### src/rtl/pb_debouncer_if.sv
// Push-button signal bundle between the board pin, the debouncer and the
// downstream pulse FSM.
//
// Signalling: there is no valid/ready handshake on this bundle. PB_raw is a
// free-running asynchronous level. PB_status is a registered, debounced level
// that is always valid. PB_pressed / PB_released are registered single-cycle
// strobes that the consumer must sample on every clock; they are never
// asserted together and never held for more than one cycle.
// dbg_state mirrors the debouncer FSM state for observation only.
interface pb_debouncer_if;
    logic       PB_raw;
    logic       PB_status;
    logic       PB_pressed;
    logic       PB_released;
    logic [1:0] dbg_state;

    // Debouncer side: consumes the pin, produces the clean level and strobes.
    modport master (
        input  PB_raw,
        output PB_status,
        output PB_pressed,
        output PB_released,
        output dbg_state
    );

    // Pin / consumer side: drives the raw pin, observes the conditioned outputs.
    modport slave (
        output PB_raw,
        input  PB_status,
        input  PB_pressed,
        input  PB_released,
        input  dbg_state
    );
endinterface

### src/rtl/pb_debouncer.sv
// Push-button debouncer: synchronizes a raw bouncing button pin and accepts a
// level change only after the new level has been seen on N_DEBOUNCER_DELAY
// consecutive synchronized samples following the detecting sample. Produces a
// clean level plus one-cycle press/release strobes, all registered.
module pb_debouncer #(
    parameter int N_DEBOUNCER_DELAY = 5,
    parameter int SYNC_STAGES       = 2
) (
    input  logic         clk,
    input  logic         rst,
    pb_debouncer_if.master bus
);

    localparam int CW = $clog2(N_DEBOUNCER_DELAY);
    localparam logic [CW-1:0] CNT_MAX = CW'(N_DEBOUNCER_DELAY - 1);

    typedef enum logic [1:0] {
        IDLE         = 2'd0,
        PRESS_WAIT   = 2'd1,
        PRESSED      = 2'd2,
        RELEASE_WAIT = 2'd3
    } state_t;

    logic [SYNC_STAGES-1:0] sync_ff;
    logic                   sync;
    state_t                 state;
    logic [CW-1:0]          count;
    logic                   status_q;
    logic                   pressed_q;
    logic                   released_q;

    // Shift the raw pin through the synchronizer chain; only the last stage is used.
    always_ff @(posedge clk) begin
        if (rst) begin
            sync_ff <= '0;
        end else begin
            sync_ff <= {sync_ff[SYNC_STAGES-2:0], bus.PB_raw};
        end
    end

    assign sync = sync_ff[SYNC_STAGES-1];

    // Qualification FSM with registered level and strobe outputs.
    always_ff @(posedge clk) begin
        if (rst) begin
            state      <= IDLE;
            count      <= '0;
            status_q   <= 1'b0;
            pressed_q  <= 1'b0;
            released_q <= 1'b0;
        end else begin
            pressed_q  <= 1'b0;
            released_q <= 1'b0;
            case (state)
                IDLE: begin
                    if (sync) begin
                        state <= PRESS_WAIT;
                        count <= '0;
                    end
                end
                PRESS_WAIT: begin
                    if (!sync) begin
                        // Bounced back before qualifying: drop silently.
                        state <= IDLE;
                        count <= '0;
                    end else if (count == CNT_MAX) begin
                        state     <= PRESSED;
                        count     <= '0;
                        status_q  <= 1'b1;
                        pressed_q <= 1'b1;
                    end else begin
                        count <= count + CW'(1);
                    end
                end
                PRESSED: begin
                    if (!sync) begin
                        state <= RELEASE_WAIT;
                        count <= '0;
                    end
                end
                RELEASE_WAIT: begin
                    if (sync) begin
                        // Release glitch: stay pressed, no strobe.
                        state <= PRESSED;
                        count <= '0;
                    end else if (count == CNT_MAX) begin
                        state      <= IDLE;
                        count      <= '0;
                        status_q   <= 1'b0;
                        released_q <= 1'b1;
                    end else begin
                        count <= count + CW'(1);
                    end
                end
                default: begin
                    state <= IDLE;
                    count <= '0;
                end
            endcase
        end
    end

    assign bus.PB_status   = status_q;
    assign bus.PB_pressed  = pressed_q;
    assign bus.PB_released = released_q;
    assign bus.dbg_state   = state;

endmodule

### src/flat_wrapper.sv
// flat-port wrapper written by rule: the top's interface ports become plain ports
module pb_debouncer_flat 
#(
    parameter int N_DEBOUNCER_DELAY = 5,
    parameter int SYNC_STAGES       = 2
)
  (clk, rst, bus_PB_raw, bus_PB_status, bus_PB_pressed, bus_PB_released, bus_dbg_state);
  pb_debouncer_if bus_i ();
  input  logic clk;
  input  logic rst;
  input wire logic [$bits(bus_i.PB_raw)-1:0] bus_PB_raw;
  output wire logic [$bits(bus_i.PB_status)-1:0] bus_PB_status;
  output wire logic [$bits(bus_i.PB_pressed)-1:0] bus_PB_pressed;
  output wire logic [$bits(bus_i.PB_released)-1:0] bus_PB_released;
  output wire logic [$bits(bus_i.dbg_state)-1:0] bus_dbg_state;
  assign bus_i.PB_raw = bus_PB_raw;
  assign bus_PB_status = bus_i.PB_status;
  assign bus_PB_pressed = bus_i.PB_pressed;
  assign bus_PB_released = bus_i.PB_released;
  assign bus_dbg_state = bus_i.dbg_state;
  pb_debouncer #(.N_DEBOUNCER_DELAY(N_DEBOUNCER_DELAY), .SYNC_STAGES(SYNC_STAGES)) u_core (.clk(clk), .rst(rst), .bus(bus_i));
endmodule
### config.mk
export PLATFORM = sky130hd
export DESIGN_NAME = pb_debouncer_flat
export DESIGN_NICKNAME = d
export VERILOG_FILES = /design/src/rtl/pb_debouncer_if.sv /design/src/rtl/pb_debouncer.sv /design/src/flat_wrapper.sv
export SDC_FILE = /design/constraint.sdc
export NUM_CORES = 1
export LEC_CHECK = 0
export CORE_AREA = 2 2 39 41
export DETAILED_ROUTE_END_ITERATION = 16
export DIE_AREA = 0 0 41 43
export SYNTH_ARGS = -nofsm -noshare
export SYNTH_HDL_FRONTEND = slang
export SYNTH_SLANG_ARGS = --single-unit
### constraint.sdc
create_clock -name clk -period 1.85 [get_ports clk]
set_input_delay 0.37 -clock clk [delete_from_list [all_inputs] [get_ports clk]]
set_output_delay 0.37 -clock clk [all_outputs]
set_load 0.1 [all_outputs]
Yosys cells after proc, flatten, opt, wreduce, memory -nomap -nowiden
Cells that the tools add are included.
{ "word_totals": {"regBits": 10, "latchBits": 0, "ramBits": 0, "mem_bits_ro": 0, "inputBits": 3, "output_inout_bits": 5, "wordCells": 48, "n_memories": 0} }
{ "op_classes": {"n_addsub": 1, "multipliers": 0, "n_div": 0, "order_cmp": 0, "eq_ne": 12, "shift": 0, "n_mux": 19, "n_bitwise": 3, "reduce_logical": 7} }
{ "ops": {"columns": ["cell", "count"], "rows": [
  ["2-to-1 mux 3 bit", 5],
  ["2-to-1 mux 2 bit", 6],
  ["case mux 3 bit (4 select lines)", 1],
  ["!= test 2 x 1 -> 1 bit (second input constant)", 4],
  ["case mux 2 bit (4 select lines)", 1],
  ["OR reduction 3 bit", 2],
  ["2-to-1 mux 1 bit", 5],
  ["AND reduction 5 bit", 1],
  ["== test 2 bit (second input constant)", 2],
  ["!= test 2 bit (second input constant)", 2],
  ["AND reduction 4 bit", 1],
  ["adder 3 x 1 -> 3 bit (second input constant)", 1],
  ["== test 3 bit (second input constant)", 1],
  ["!= test 3 x 1 -> 1 bit (second input constant)", 1],
  ["!= test 3 bit (second input constant)", 1],
  ["inverter 1 bit", 3],
  ["== test 2 x 1 -> 1 bit (second input constant)", 1],
  ["zero test 2 bit", 1],
  ["case mux 1 bit (2 select lines)", 1],
  ["AND reduction 2 bit", 1],
  ["nonzero test 2 bit", 1]
]} }

Longest topological paths before layout
Gate-level depths: netlist of the first run.
{ "logic_depth": {"depth_word": 4, "depth_mapped": 5, "ltp_nobuf": 5} }

Least setup slack after synthesis of the first run
OpenSTA, ideal clock, no wires.
{ "synth_timing": {"path_type": "register to register", "start": "reg u_core.state[0] (netlist: u_core.bus.dbg_state[0])", "end": "reg (tool-made name)", "setup_ns": 0.119, "arrival_time_ns": 1.585, "t_required_ns": 1.731, "setup_slack_ns": 0.146, "stages_incl_launch_ff": 4, "path_buffers": 0, "synth_period_minus_slack_ns": 1.704, "path_cell_list": "dfxtp_1 and3_1 mux2i_1 nor2_1"} }
{ "synth_rtl": {"columns": ["item", "line_no", "source"], "rows": [
  ["from (decl)", "pb_debouncer.sv:26", "state_t state;"],
  ["from (signal assigned)", "pb_debouncer.sv:46", "state <= IDLE;"],
  ["from (signal assigned)", "pb_debouncer.sv:57", "state <= PRESS_WAIT;"],
  ["from (signal assigned)", "pb_debouncer.sv:64", "state <= IDLE;"]
]} }

==> qor.yml, run 1 <==
clk_latency_ps: 260
initial_utilization_pct: 30.92
ys_seq_elements: 10
crit_type: "flip-flop to output port"
overflow: 0
portBuffers: 7
grt_usage_pct: 10.22
clock_sinks: 10
synth-compound-area-share_pct: 8.772
drt_iter0_markers: 4
grt_max_degree: 12
drive_gt1_share_pct: 20.75
path_clk_slew_ps: 60
first_pass_iters: 4
crit_buf_inv: 1
hold_viol: 0
syn2layout_area_growth_pct: 30.99
yosys.area.top_type: "dfxtp_1"
cts_max_level: 1
clock.fmax_mhz: 721.3
powerDensity_nw_per_um2: 872.5
crit_slowest_cell: "dfxtp_1"
finalCritPeriodShare_pct: 74.94
vdd_drop_max_v: 0.0004130
start_kind: "flip-flop"
syn_nets: 49
dieArea_um2: 1763
rsz0062_at_grt: "no"
grt_pass1_vias: 286
finalSetupViolCount: 0
gp_congestion: 0.7416
crit_arrival_ps: 1020
n_fill_cell: 136
dieHeight_um: 43
final_cell_mix: "dfxtp_1 (10), nand3_1 (6), a21oi_1 (4)"
syn-mean-instance-area_um2: 9.725
synth-adder-area-share_pct: 5.848
tightest_slew_ps: 354.5
synth-simple-area-share_pct: 23.39
crit_family: "flip-flops"
layout_min_cycle_time_ps: 1386
synth_top_area_share_pct: 46.78
root_buffer: "clkbuf_4"
ctsResizeCount: 0
synth_top_cells_by_area: "dfxtp_1 (47%), nand3_1 (7.0%), ha_1 (5.8%), a21oi_1 (4.7%), nor4b_1 (4.1%)"
cp_max_fo: 7
slew_headroom_pct: 76.33
holdBufCountCts: 0
seq_area_frac_synth_pct: 46.78
total_power_mw: 0.4891
ys_warn_count: 0
clockBufferDepth: 2
cp_cell_sequence: "buf_12"
dp_hpwl_um: 503.5
max_stage_delay_ps: 530
num_antenna_cells: 0
dr_total_vias: 333
synth_cell_types: 21
fp.coreArea_um2: 1384
post_cts_buffers: 0
synth-xor-area-share_pct: 5.848
wire_per_inst_um: 9.913
status: "completed"
max_cap_viol_count: 0
ioPinCount: 8
hold_class: "flip-flop to flip-flop"
syn-instance-count: 44
drc: 0
leakage_nw: 0.2065
final_common_cell: "dfxtp_1"
cts_tree: "yes"
totalWireLength_um: 684
fin_nets: 59
antenna_left: 0
clock_skew_ps: 3.517
antenna_found_initial: 0
setup_tns_ps: 0
critical_path.endpoint_type: "output port"
synth_mux_area_share_pct: 2.339
num_rows: 14
viasPerCell: 4.826
grt_pass1_wl_um: 1186
fp.dieW_um: 41
synth_top_family_by_area: "simple AND/OR/NAND/NOR gates"
syn_area_um2: 427.9
cts_made_buffers: 3
critPathRequiredTime_ps: 1480
slew_violations: 0
[metrics by stage]
| stage | hold slack (ps) | worst slack, ps | instance area, um^2 | instances | util [%] |
|---|---|---|---|---|---|
| floorplan | 413.8 | 146.0 | 427.9 | 44 | - |
| global placement | 443.5 | 384.4 | 524.3 | 65 | 37.88 |
| detailed placement | 447.3 | 345.1 | 524.3 | 65 | 37.88 |
| CTS | 460.2 | 450.8 | 560.5 | 69 | 40.51 |
| global route | 491.9 | 413.7 | 560.5 | 69 | 40.51 |
| finish | 458.4 | 463.5 | 560.5 | 69 | 40.51 |
[flip-flops by register name (all words and copies together), names as in the netlist, named ones only]
register / flops
u_core.bus.PB_released: 1
u_core.bus.PB_status: 1
u_core.count: 3
u_core.bus.dbg_state: 1
u_core.sync_ff: 2
u_core.bus.PB_pressed: 1
[routing by layer]
metal | vias to the layer above | part of all wire [%] | track usage (%) | wire length [um]
li1 | 170 | - | - | -
met1 | 155 | 47 | 14.85 | 321
met2 | 8 | 47 | 11.88 | 323
met3 | 0 | 5.7 | 7.853 | 39
met4 | 0 | 0 | 2.000 | 0
met5 | - | 0 | 0 | 0
[cell type report]
type / instances / area [um^2] / area share (%)
inverter: 3 / 11.26 / 2.009
multi-input combinational: 29 / 197.7 / 35.27
sequential: 10 / 200.2 / 35.71
timing repair buffer: 7 / 95.09 / 16.96
clock buffer: 4 / 36.28 / 6.473
tap: 16 / 20.02 / 3.571
[where the power goes]
group	internal [mW]	switching (mW)
clock network	0.119	0.0690
logic	0.0268	0.0435
registers	0.222	0.00854
total	0.368	0.121
[worst paths after layout]
path	startpoint	end	slack, ps	cells past startpoint
max	flip-flop	bus_dbg_state[1]	460	1
min	u_core.sync_ff[0]	u_core.sync_ff[1]	460	1
max reg2reg	u_core.count[0]	u_core.bus.PB_status	570	5
min reg2reg	u_core.sync_ff[0]	u_core.sync_ff[1]	460	1
[kinds of logic after synthesis]
group / Yosys count
AO/OA/AOI/OAI: 7
XOR/XNOR: 2
multiplexers: 1
AND/OR/NAND/NOR: 17
flip-flops: 10
adder cells (fa/ha/maj): 2
buffers and inverters: 5
[synthesized netlist by cell type]
| cell type | instances |
|---|---|
| nor2b_1 | 2 |
| nand4_1 | 1 |
| nand3_1 | 6 |
| o22ai_1 | 1 |
| ha_1 | 2 |
| nor4b_1 | 2 |
| xor2_2 | 1 |
| or2_2 | 1 |
| a31oi_1 | 1 |
| o21ai_0 | 1 |
| nor3_1 | 1 |
| dfxtp_1 | 10 |
| inv_1 | 3 |
| xnor2_1 | 1 |
| buf_4 | 1 |
| and3_1 | 1 |
| nand4b_1 | 1 |
| buf_6 | 1 |
| a21oi_1 | 4 |
| nor2_1 | 2 |
| mux2i_1 | 1 |
No activity file was read; power rests on OpenSTA's default activity.
==> inputs of run 2 (changes only) <==
==> constraint.sdc (replaced) <==
create_clock -name clk -period 1.4 [get_ports clk]
set_input_delay 0.28 -clock clk [delete_from_list [all_inputs] [get_ports clk]]
set_output_delay 0.28 -clock clk [all_outputs]
set_load 0.1 [all_outputs]
==> run 2 against run 1 <==
Net effect: highest routed layer is now met4; largest cell class unchanged; design area rose by 6.2%; wire length rose by 9.9%; final cell count rose by 1.4%.
==> qor.yml, run 2 (synthesized netlist as in run 1, its figures left out) <==
critical_path.endpoint_type: "flip-flop"
cts_tree: "yes"
post-route-util_pct: 43.04  # +2.5 points
largest_reg_flops: 3  # unchanged
crit_family: "flip-flops"
viasPerCell: 4.871  # +0.94%
critPathRequiredTime_ps: 1560  # +80 ps
antenna_left: 0  # unchanged
cts_made_buffers: 3  # unchanged
gp_congestion: 0.6807  # -8.2%
ctsResizeCount: 0  # unchanged
place_ws_ps: 82.27  # -262.9 ps
clk_latency_ps: 270  # about the same
cp_max_fo: 4  # -3
syn2layout_area_growth_pct: 39.18
power.share.sequential_pct: 45.6  # -1.5 points
largest-register: "u_core.count"
clock_sinks: 10  # unchanged
crit_arrival_ps: 1440  # +420 ps
total_power_mw: 0.6669  # +36%
root_buffer: "clkbuf_4"
status: "completed"
drt_iter0_markers: 3  # -1
place_inst: 66  # +1.5%
max_cap_viol_count: 0  # unchanged
fp.coreArea_um2: 1384  # unchanged
setup_tns_ps: 0  # unchanged
start_kind: "flip-flop"
hold_class: "flip-flop to flip-flop"
dr_total_vias: 341  # +2.4%
finalSetupViolCount: 0  # unchanged
stdcell_count: 70  # +1.4%
power_switching_share_pct: 26.72  # +2.0 points
slew_violations: 0  # unchanged
powerDensity_nw_per_um2: 1120  # +28%
max_stage_delay_ps: 380  # -150 ps
pwr-share-comb_pct: 14.2  # -0.2 points
crit_type: "flip-flop to flip-flop"
final_cell_mix: "dfxtp_1 (8), nand3_1 (6), buf_12 (5)"
clkPwrFrac_pct: 40.1  # +1.6 points
place_area_um2: 559.3  # +6.7%
slew_headroom_pct: 78.49  # +2.2 points
holdBufCountCts: 0  # unchanged
grt_pass1_vias: 319  # +12%
grt_pass1_wl_um: 1304  # +9.9%
rsz0062_at_grt: "no"
cp_cell_sequence: "inv_1 > ha_1 > and3_1 > a21oi_1 > o22ai_1"
fin_hold_ws_ps: 451.9  # -6.542 ps
ioPinCount: 8  # unchanged
finalCritPeriodShare_pct: 91.59
drive_gt1_share_pct: 25.93  # +5.2 points
crit_buf_inv: 1  # unchanged
dieHeight_um: 43  # unchanged
power.switching_mw: 0.1782  # +47%
leakage_nw: 0.2177  # +5.4%
num_rows: 14  # unchanged
drc: 0  # unchanged
clock_skew_ps: 2.030  # -1.487 ps
portBuffers: 7  # unchanged
fin_nets: 60  # +1.7%
dp_hpwl_um: 528.9  # +5.0%
grt_usage_pct: 12.03  # +1.8 points
wire_per_inst_um: 10.74  # +8.4%
reg_top3: "u_core.count: 3 flops, u_core.sync_ff: 2 flops"
antenna_found_initial: 0  # unchanged
path_clk_slew_ps: 70  # about the same
tightest_slew_ps: 320.4  # -34.18 ps
clock.fmax_mhz: 779.9
clockBufferDepth: 2  # unchanged
p_int_mw: 0.4887  # +33%
final_common_cell: "dfxtp_1"
hold_viol: 0  # unchanged
first_pass_iters: 3  # -1
post_cts_buffers: 0  # unchanged
dieArea_um2: 1763  # unchanged
initial_utilization_pct: 30.92  # unchanged
cts_max_level: 1  # unchanged
totalWireLength_um: 752  # +9.9%
fp.dieW_um: 41  # unchanged
setup_ws_ps: 117.8  # -345.8 ps
overflow: 0  # unchanged
crit_slowest_cell: "dfxtp_1"
grt_max_degree: 9  # -3
post-route-cell-area_um2: 595.6  # +6.2%
n_fill_cell: 145  # +6.6%
num_antenna_cells: 0  # unchanged
layout_min_cycle_time_ps: 1282
vdd_drop_max_v: 0.0005465  # +32%
-- run 2: cell count changes in the layout (fill, tap and decap cells not counted) --
cell     before  now
dfxtp_2       0    2
buf_12        3    5
dfxtp_1      10    8
buf_4         2    1
-- run 2: path summary, 6_finish.rpt --
check | startpoint | to | slack, ps | cells after the start
setup reg to reg | u_core.count[0] | u_core.bus.PB_status | 120 | 5
setup / recovery | u_core.count[0] | u_core.bus.PB_status | 120 | 5
hold / removal | u_core.sync_ff[0] | u_core.sync_ff[1] | 450 | 1
hold reg to reg | u_core.sync_ff[0] | u_core.sync_ff[1] | 450 | 1
-- run 2: per-layer routing --
layer	global-route usage [%]	share of wire [%]
met4	14.00	5.1
met5	0	0
met1	15.13	48
met3	4.712	4.9
met2	13.44	42
-- run 2: layout make-up --
type                    count  area [um^2]  share of cell area [%]
clock buffers               4        36.28                   6.092
inverters                   3        11.26                   1.891
multi-input cells          29        197.7                   33.19
flip-flops and latches     10        202.7                   34.03
well taps                  16        20.02                   3.361
repair buffers              8        127.6                   21.43
-- run 2: power by group through the flow --
stage          clock network (mW)  logic (mW)  registers (mW)
5_1_grt                     0.286       0.100           0.306
3_5_place_dp                    0      0.0956           0.311
3_3_place_gp                    0      0.0947           0.311
4_1_cts                     0.274      0.0957           0.305
2_1_floorplan                   0      0.0243           0.347
6_report                    0.268      0.0949           0.304
==> inputs of run 3 (changes only) <==
--- a/config.mk
+++ b/config.mk
@@ -5,7 +5,9 @@
 export SDC_FILE = /design/constraint.sdc
 export NUM_CORES = 1
 export LEC_CHECK = 0
+export CAP_MARGIN = 20
 export CORE_AREA = 2 2 39 41
+export CTS_CLUSTER_SIZE = 8
 export DETAILED_ROUTE_END_ITERATION = 16
 export DIE_AREA = 0 0 41 43
 export SYNTH_ARGS = -nofsm -noshare
==> results of run 3 <==
The final DEF is identical to that of run 2; final timing and power are the same.
